## src/rtl/multi_channel_pulse_timer.sv

```systemverilog
// ============================================================================
// multi_channel_pulse_timer : bank of independent start/stop interval timers
// Revision: 1.0
// ============================================================================
`default_nettype none

module multi_channel_pulse_timer #(
  parameter int NUM_CH     = 4,
  parameter int WIDTH      = 16,
  parameter int INIT_VALUE = 0,
  parameter int SATURATE   = 1,
  parameter int RETRIGGER  = 0
) (
  input  logic                    clk,
  input  logic                    rst,
  input  logic [NUM_CH-1:0]       start_pulse,
  input  logic [NUM_CH-1:0]       stop_pulse,
  input  logic [NUM_CH-1:0]       timer_reset,
  input  logic [NUM_CH*WIDTH-1:0] cmp_value,
  output logic [NUM_CH*WIDTH-1:0] output_timer,
  output logic [NUM_CH*WIDTH-1:0] capture_value,
  output logic [NUM_CH-1:0]       capture_valid,
  output logic [NUM_CH-1:0]       running,
  output logic [NUM_CH-1:0]       timeout_pulse,
  output logic [NUM_CH-1:0]       timeout_flag,
  output logic [NUM_CH-1:0]       overflow
);

  localparam logic [WIDTH-1:0] C_INIT     = WIDTH'(INIT_VALUE);
  localparam logic [WIDTH-1:0] C_ALL_ONES = '1;
  localparam logic             C_SAT      = (SATURATE != 0);
  localparam logic             C_RETRIG   = (RETRIGGER != 0);

  typedef enum logic [0:0] {
    IDLE     = 1'b0,
    COUNTING = 1'b1
  } state_e;

  for (genvar i = 0; i < NUM_CH; i++) begin : g_ch
    state_e           state_q, state_d;
    logic [WIDTH-1:0] cnt_q, cnt_d;
    logic [WIDTH-1:0] cap_q, cap_d;
    logic             capv_q, capv_d;
    logic             tp_q, tp_d;
    logic             tf_q, tf_d;
    logic             ovf_q, ovf_d;
    logic             eq_q, eq_d;
    logic [WIDTH-1:0] w_cmp;
    logic             w_eq;

    assign w_cmp = cmp_value[i*WIDTH +: WIDTH];
    assign w_eq  = (cnt_q == w_cmp);

    always_comb begin
      state_d = state_q;
      cnt_d   = cnt_q;
      cap_d   = cap_q;
      capv_d  = 1'b0;
      tp_d    = 1'b0;
      tf_d    = tf_q;
      ovf_d   = ovf_q;
      eq_d    = 1'b0;
      case (state_q)
        IDLE: begin
          cnt_d = C_INIT;
          if (start_pulse[i]) begin
            state_d = COUNTING;
            tf_d    = 1'b0;
            ovf_d   = 1'b0;
          end
        end
        COUNTING: begin
          if (timer_reset[i]) begin
            state_d = IDLE;
            cnt_d   = C_INIT;
            tf_d    = 1'b0;
            ovf_d   = 1'b0;
          end else begin
            // eq_q remembers the previous match so a held count fires only once
            eq_d = w_eq;
            if (w_eq && !eq_q) begin
              tp_d = 1'b1;
              tf_d = 1'b1;
            end
            if (stop_pulse[i]) begin
              cap_d   = cnt_q;
              capv_d  = 1'b1;
              state_d = IDLE;
              cnt_d   = C_INIT;
              eq_d    = 1'b0;
            end else if (start_pulse[i] && C_RETRIG) begin
              cnt_d = C_INIT;
              tp_d  = 1'b0;
              tf_d  = 1'b0;
              ovf_d = 1'b0;
              eq_d  = 1'b0;
            end else if (cnt_q == C_ALL_ONES) begin
              if (C_SAT) begin
                cnt_d = cnt_q;
              end else begin
                cnt_d = '0;
                ovf_d = 1'b1;
              end
            end else begin
              cnt_d = cnt_q + 1'b1;
            end
          end
        end
        default: state_d = IDLE;
      endcase
    end

    always_ff @(posedge clk) begin
      if (rst) begin
        state_q <= IDLE;
        cnt_q   <= C_INIT;
        cap_q   <= '0;
        capv_q  <= 1'b0;
        tp_q    <= 1'b0;
        tf_q    <= 1'b0;
        ovf_q   <= 1'b0;
        eq_q    <= 1'b0;
      end else begin
        state_q <= state_d;
        cnt_q   <= cnt_d;
        cap_q   <= cap_d;
        capv_q  <= capv_d;
        tp_q    <= tp_d;
        tf_q    <= tf_d;
        ovf_q   <= ovf_d;
        eq_q    <= eq_d;
      end
    end

    assign output_timer[i*WIDTH +: WIDTH]  = cnt_q;
    assign capture_value[i*WIDTH +: WIDTH] = cap_q;
    assign capture_valid[i]                = capv_q;
    assign running[i]                      = (state_q == COUNTING);
    assign timeout_pulse[i]                = tp_q;
    assign timeout_flag[i]                 = tf_q;
    assign overflow[i]                     = ovf_q;
  end

endmodule

`default_nettype wire

```

## config.mk

```make
export PLATFORM = sky130hd
export DESIGN_NAME = multi_channel_pulse_timer
export DESIGN_NICKNAME = d
export VERILOG_FILES = /design/src/rtl/multi_channel_pulse_timer.sv
export SDC_FILE = /design/constraint.sdc
export NUM_CORES = 1
export LEC_CHECK = 0
export CAP_MARGIN = 20
export CORE_ASPECT_RATIO = 0.7
export CORE_MARGIN = 5
export CORE_UTILIZATION = 40
export CTS_CLUSTER_DIAMETER = 100
export DETAILED_ROUTE_END_ITERATION = 10
export DONT_BUFFER_PORTS = 1
export PLACE_DENSITY = 0.66
export SYNTH_ARGS = -nofsm -noshare
export SYNTH_HDL_FRONTEND = slang
export SYNTH_SLANG_ARGS = --single-unit
```

## constraint.sdc

```tcl
create_clock -name clk -period 5.6 [get_ports clk]
set_input_delay 0.28 -clock clk [delete_from_list [all_inputs] [get_ports clk]]
set_output_delay 0.28 -clock clk [all_outputs]
set_load 0.1 [all_outputs]
```

==> results of run 1 <==
-- critical path, cell delays in order (launching register included) --
cell	delay, ps
dfxtp_1	1060
or3b_1	500
nor4_2	890
a21boi_1	200
mux2i_1	160
-- worst max path at each step --
stage | endpoint | cells past startpoint
6_report | g_ch[3].cnt_q[3]$_SDFFE_PP0P_ | 4
5_1_grt | g_ch[2].cnt_q[7]$_SDFFE_PP0P_ | 5
4_1_cts | g_ch[3].cnt_q[3]$_SDFFE_PP0P_ | 4
3_5_place_dp | g_ch[3].cnt_q[3]$_SDFFE_PP0P_ | 4
3_3_place_gp | g_ch[3].cnt_q[7]$_SDFFE_PP0P_ | 4
2_1_floorplan | g_ch[0].cnt_q[15]$_SDFFE_PP0P_ | 5
-- per-stage QoR --
stage	setup slack, ps	std cells
3_3_place_gp	2770	1111
6_report	2670	1150
4_1_cts	2680	1146
3_5_place_dp	2710	1111
2_1_floorplan	3020	900
5_1_grt	2570	1150
-- cell usage after synthesis, types with 14 or more instances --
cell type,number
nand3_1,30
or3_1,15
nand2_1,180
nor2_1,33
nor4_1,26
dfxtp_1,148
clkbuf_1,36
a21oi_1,99
buf_4,20
xor2_1,67
inv_1,14
nand4_1,24
o21ai_0,29
buf_2,19
-- final cells by class --
class | instances | area [um2] | share of cell area [%]
Timing Repair Buffer | 65 | 544 | 6.53
Tap cell | 236 | 295 | 3.54
Clock inverter | 14 | 224 | 2.69
Clock buffer | 18 | 439 | 5.27
Multi-Input combinational cell | 655 | 3820 | 45.8
Inverter | 14 | 52.6 | 0.630
Sequential cell | 148 | 2960 | 35.5
-- power by group --
| group | leakage (uW) | internal [uW] | switching [uW] |
|---|---|---|---|
| registers | 0.00119 | 1060 | 19.0 |
| clock network | 0.000327 | 812 | 474 |
| logic | 0.00147 | 23.2 | 59.6 |
-- routing by layer --
metal,up-vias,GRT usage (%),routed length [um]
li1,3149,-,-
met1,3064,27.4,9730
met2,252,28.4,9010
met3,11,7.37,2240
met4,0,4.74,116
met5,-,0,0
-- kinds of logic (layout without fill, tap and decap cells) --
family,count (synthesis),in the layout,share of synthesized area (%)
buf+inv,97,111,6.45
compound gates,187,187,15.8
other cells,1,4,0.0518
xor+xnor,68,68,8.23
fa+ha+maj,4,4,0.691
simple gates,381,381,26.4
flops,148,148,40.9
mux,11,11,1.52
-- sequential cells by signal, indices dropped and copies added, names as in the netlist --
signal,flops
g_ch.cap_q,64
g_ch.capv_q,4
g_ch.cnt_q,64
g_ch.eq_q,4
g_ch.state_q,4
g_ch.tf_q,4
g_ch.tp_q,4
==> flow_metrics.py, run 1 <==
metrics = {
    "floorplanning": {
        "core_area_um2": 17900,
        "die_x_um": 171,
        "row_count": 41,
        "initial_core_util_pct": 40.4,
        "die-area_um2": 20900,
        "die_h_um": 123,
        "ios": 226,
    },
    "route": {
        "vias_per_cell": 5.63,
        "firstDrtPassIters": 7,
        "vias": 6476,
        "drtIter0Drc": 532,
        "drc_errors": 0,
        "routed_wl_mm": 21.1,
        "ant_nets": 0,
        "routedWlPerCell_um": 18.3,
    },
    "finish": {
        "syn2layout_area_growth_pct": 15.2,
        "design_area_um2": 8340,
        "antenna_cells": 0,
        "finalNetCount": 983,
        "drive_gt1_share_pct": 11.9,
        "fillCellCount": 1748,
        "final_cell_mix": "nand2_1, dfxtp_1, a21oi_1",
        "fin_util_pct": 46.6,
        "final_common_cell": "nand2_1",
    },
    "critical_path": {
        "worstSetupPathType": "reg -> reg",
        "reg2reg_slack_ps": 2670,
        "worstReg2RegEnd": "g_ch[3].cnt_q[3]$_SDFFE_PP0P_",
        "critPathLaunch": "g_ch[3].state_q$_SDFF_PP0_",
        "startpoint_type": "flop",
        "cp.required_ps": 5890,
        "rr_startpoint": "g_ch[3].state_q$_SDFF_PP0_",
        "crit_path_end_kind": "flop",
        "cp.arrival_ps": 3220,
        "crit_fanout": 12,
        "worst_r2r_path_depth": 4,
    },
    "clock_tree": {
        "clock_latency_ps": 410,
        "cts_hold_buf": 3,
        "root_buffer": "clkbuf_16",
        "ctsHtreeMaxLevel": 4,
        "cts_buffers": 17,
        "clockBufferDepth": 2,
        "cts_setup_buffers": 0,
        "clock-sinks": 148,
        "clk_pin_slew_ps": 60,
        "cts_resized": 0,
        "cts_tree": "built",
    },
    "global_routing": {
        "gr-total-overflow": 0,
        "grt_use_total_pct": 19.5,
        "grt_max_degree": 76,
        "grt_antenna_before_repair": 0,
        "grt_pass1_wl_mm": 32.6,
        "grt_pass1_vias": 5870,
    },
    "yosys": {
        "synth_cell_types": 65,
        "synth_area_leaders": "dfxtp_1, nand2_1, xor2_1, a21oi_1, nor4_1",
        "synth-seq-cells": 148,
        "synth_area_per_cell_um2": 8.07,
        "synthCells": 897,
        "yosys.area.top_type": "dfxtp_1",
        "synthArstFlopShare_pct": 0,
        "synth_area_um2": 7240,
        "synth_top_cell_area_share_pct": 40.9,
        "yosys_warnings": 0,
        "synth_edf_count": 0,
        "ys.flop_type": "dfxtp_1",
        "ys_seq_area_share_pct": 40.9,
    },
    "placement": {
        "hpwl_mm": 15.4,
        "gp_congestion": 0.892,
        "io_buffers": 0,
        "placed_area_um2": 7570,
    },
    "timing": {
        "hold_violations": 0,
        "max_slew_margin_pct": 23.0,
        "finalHoldWorstSlack_ps": 38.4,
        "layout_worst_path_cycle_share_pct": 52.3,
        "tns_ps": 0,
        "clock_skew_ps": 11.6,
        "tightest_slew_ps": 1150,
        "timing.fmax_mhz": 341,
        "rsz0062_at_grt": "no",
        "maxSlewViolCount": 0,
        "setup_viol": 0,
        "period_minus_slack_ps": 2930,
    },
    "job": {
        "drv_cap": 0,
    },
    "power": {
        "ir_drop_v": 0.000192,
        "cellPowerDensity_nw_per_um2": 293,
        "power_uw": 2440,
        "p_leak_uw": 0.00299,
    },
    "worst_hold_path": {
        "worstHoldEndpoint": "g_ch[2].state_q$_SDFF_PP0_",
        "min_path_cells": 3,
        "min_from": "rst",
        "hold_path.class": "in -> reg",
    },
    "status": {
        "status": "completed",
    },
}
Note: power is estimated with default switching activity, not from simulation.
==> run 2, diff against run 1 <==
==> constraint.sdc (replaced) <==
create_clock -name clk -period 3 [get_ports clk]
set_input_delay 0.15 -clock clk [delete_from_list [all_inputs] [get_ports clk]]
set_output_delay 0.15 -clock clk [all_outputs]
set_load 0.1 [all_outputs]
==> flow_metrics.py, run 2 (synthesis results as in run 1) <==
metrics = {
    "power": {
        "ir_drop_v": 0.000271,
        "p_leak_uw": 0.00320,
        "cellPowerDensity_nw_per_um2": 512,
        "power_uw": 4430,
    },
    "clock_tree": {
        "clock_latency_ps": 420,
        "clock-sinks": 148,
        "cts_buffers": 17,
        "root_buffer": "clkbuf_16",
        "clockBufferDepth": 2,
        "cts_resized": 0,
        "cts_tree": "built",
        "ctsHtreeMaxLevel": 4,
        "clk_pin_slew_ps": 70,
    },
    "global_routing": {
        "grt_antenna_before_repair": 0,
        "gr-total-overflow": 0,
        "grt_pass1_vias": 6217,
        "grt_use_total_pct": 20.3,
        "grt_max_degree": 89,
        "grt_pass1_wl_mm": 33.9,
    },
    "timing": {
        "rsz0062_at_grt": "no",
        "clock_skew_ps": 12.6,
        "timing.fmax_mhz": 486,
        "max_slew_margin_pct": 32.4,
        "fin_ws_ps": 940,
        "period_minus_slack_ps": 2060,
        "hold_violations": 0,
        "tightest_slew_ps": 1010,
        "maxSlewViolCount": 0,
        "setup_viol": 0,
        "tns_ps": 0,
        "finalHoldWorstSlack_ps": 41.4,
        "layout_worst_path_cycle_share_pct": 68.7,
    },
    "floorplanning": {
        "core_area_um2": 17900,
        "initial_core_util_pct": 40.4,
        "row_count": 41,
        "die_x_um": 171,
        "ios": 226,
        "die-area_um2": 20900,
        "die_h_um": 123,
    },
    "placement": {
        "gp_congestion": 0.842,
        "place_ws_ps": 1010,
        "hpwl_mm": 16.1,
        "io_buffers": 0,
    },
    "finish": {
        "antenna_cells": 0,
        "syn2layout_area_growth_pct": 19.4,
        "drive_gt1_share_pct": 15.4,
        "final_common_cell": "nand2_1",
        "fin_util_pct": 48.3,
        "top_regs": "g_ch.cap_q x64, g_ch.cnt_q x64",
        "final_cell_mix": "nand2_1, dfxtp_1, buf_4",
        "finalNetCount": 1031,
    },
    "critical_path": {
        "reg2reg_slack_ps": 940,
        "crit_fanout": 10,
        "cp.arrival_ps": 2360,
        "crit_path_end_kind": "flop",
        "worstSetupPathType": "reg -> reg",
        "startpoint_type": "flop",
        "cp.required_ps": 3300,
    },
    "route": {
        "vias": 6779,
        "routedWlPerCell_um": 18.4,
        "vias_per_cell": 5.66,
        "routed_wl_mm": 22.1,
        "drc_errors": 0,
        "ant_nets": 0,
        "firstDrtPassIters": 5,
        "drtIter0Drc": 482,
    },
    "worst_hold_path": {
        "hold_path.class": "in -> reg",
    },
    "job": {
        "drv_cap": 0,
    },
    "status": {
        "status": "completed",
    },
}
-- run 2: final cells by class --
cell class / instances / area, um2
Fill cell: 1734 / 9260
Multi-Input combinational cell: 655 / 3820
Sequential cell: 148 / 2960
Timing Repair Buffer: 113 / 895
Clock buffer: 22 / 474
Tap cell: 236 / 295
Clock inverter: 10 / 145
Inverter: 14 / 52.6
-- run 2: timing repair --
action | CTS | global route
buffers inserted | 0 | 0
hold endpoints to repair | 89 | 0
hold buffers | 10 | 0
-- run 2: per-stage QoR --
step / instances / area (um2)
final: 1198 / 8650
after global routing: 1198 / 8650
after CTS: 1197 / 8630
after detailed placement: 1155 / 7900
after global placement: 1155 / 7900
after floorplan: 900 / 7250
-- run 2: worst paths after layout --
kind                                   from                              to  cells after the start
max          g_ch[2].cnt_q[12]$_SDFFE_PP0P_   g_ch[2].cnt_q[7]$_SDFFE_PP0P_                      4
max reg2reg  g_ch[2].cnt_q[12]$_SDFFE_PP0P_   g_ch[2].cnt_q[7]$_SDFFE_PP0P_                      4
min                                     rst  g_ch[1].cnt_q[11]$_SDFFE_PP0P_                      2
min reg2reg         g_ch[1].eq_q$_SDFF_PP0_         g_ch[1].tp_q$_SDFF_PP0_                      1
-- run 2: power breakdown --
| part | internal (uW) | switching, uW |
|---|---|---|
| registers | 1970 | 10.5 |
| logic | 52.5 | 143 |
| clock network | 1380 | 867 |
-- run 2: layer usage --
layer | share of wire, % | wire [um] | global-route usage (%)
met1 | 47 | 10300 | 29.2
met4 | 1.4 | 310 | 6.18
met2 | 42 | 9340 | 29.6
met3 | 9.6 | 2120 | 5.83
met5 | 0 | 0 | 0
-- run 2: critical path, stage by stage (launching register included) --
cell      delay (ps)
dfxtp_1          520
nand4_1          280
nor4_2           760
a211oi_1         220
mux2i_1          160
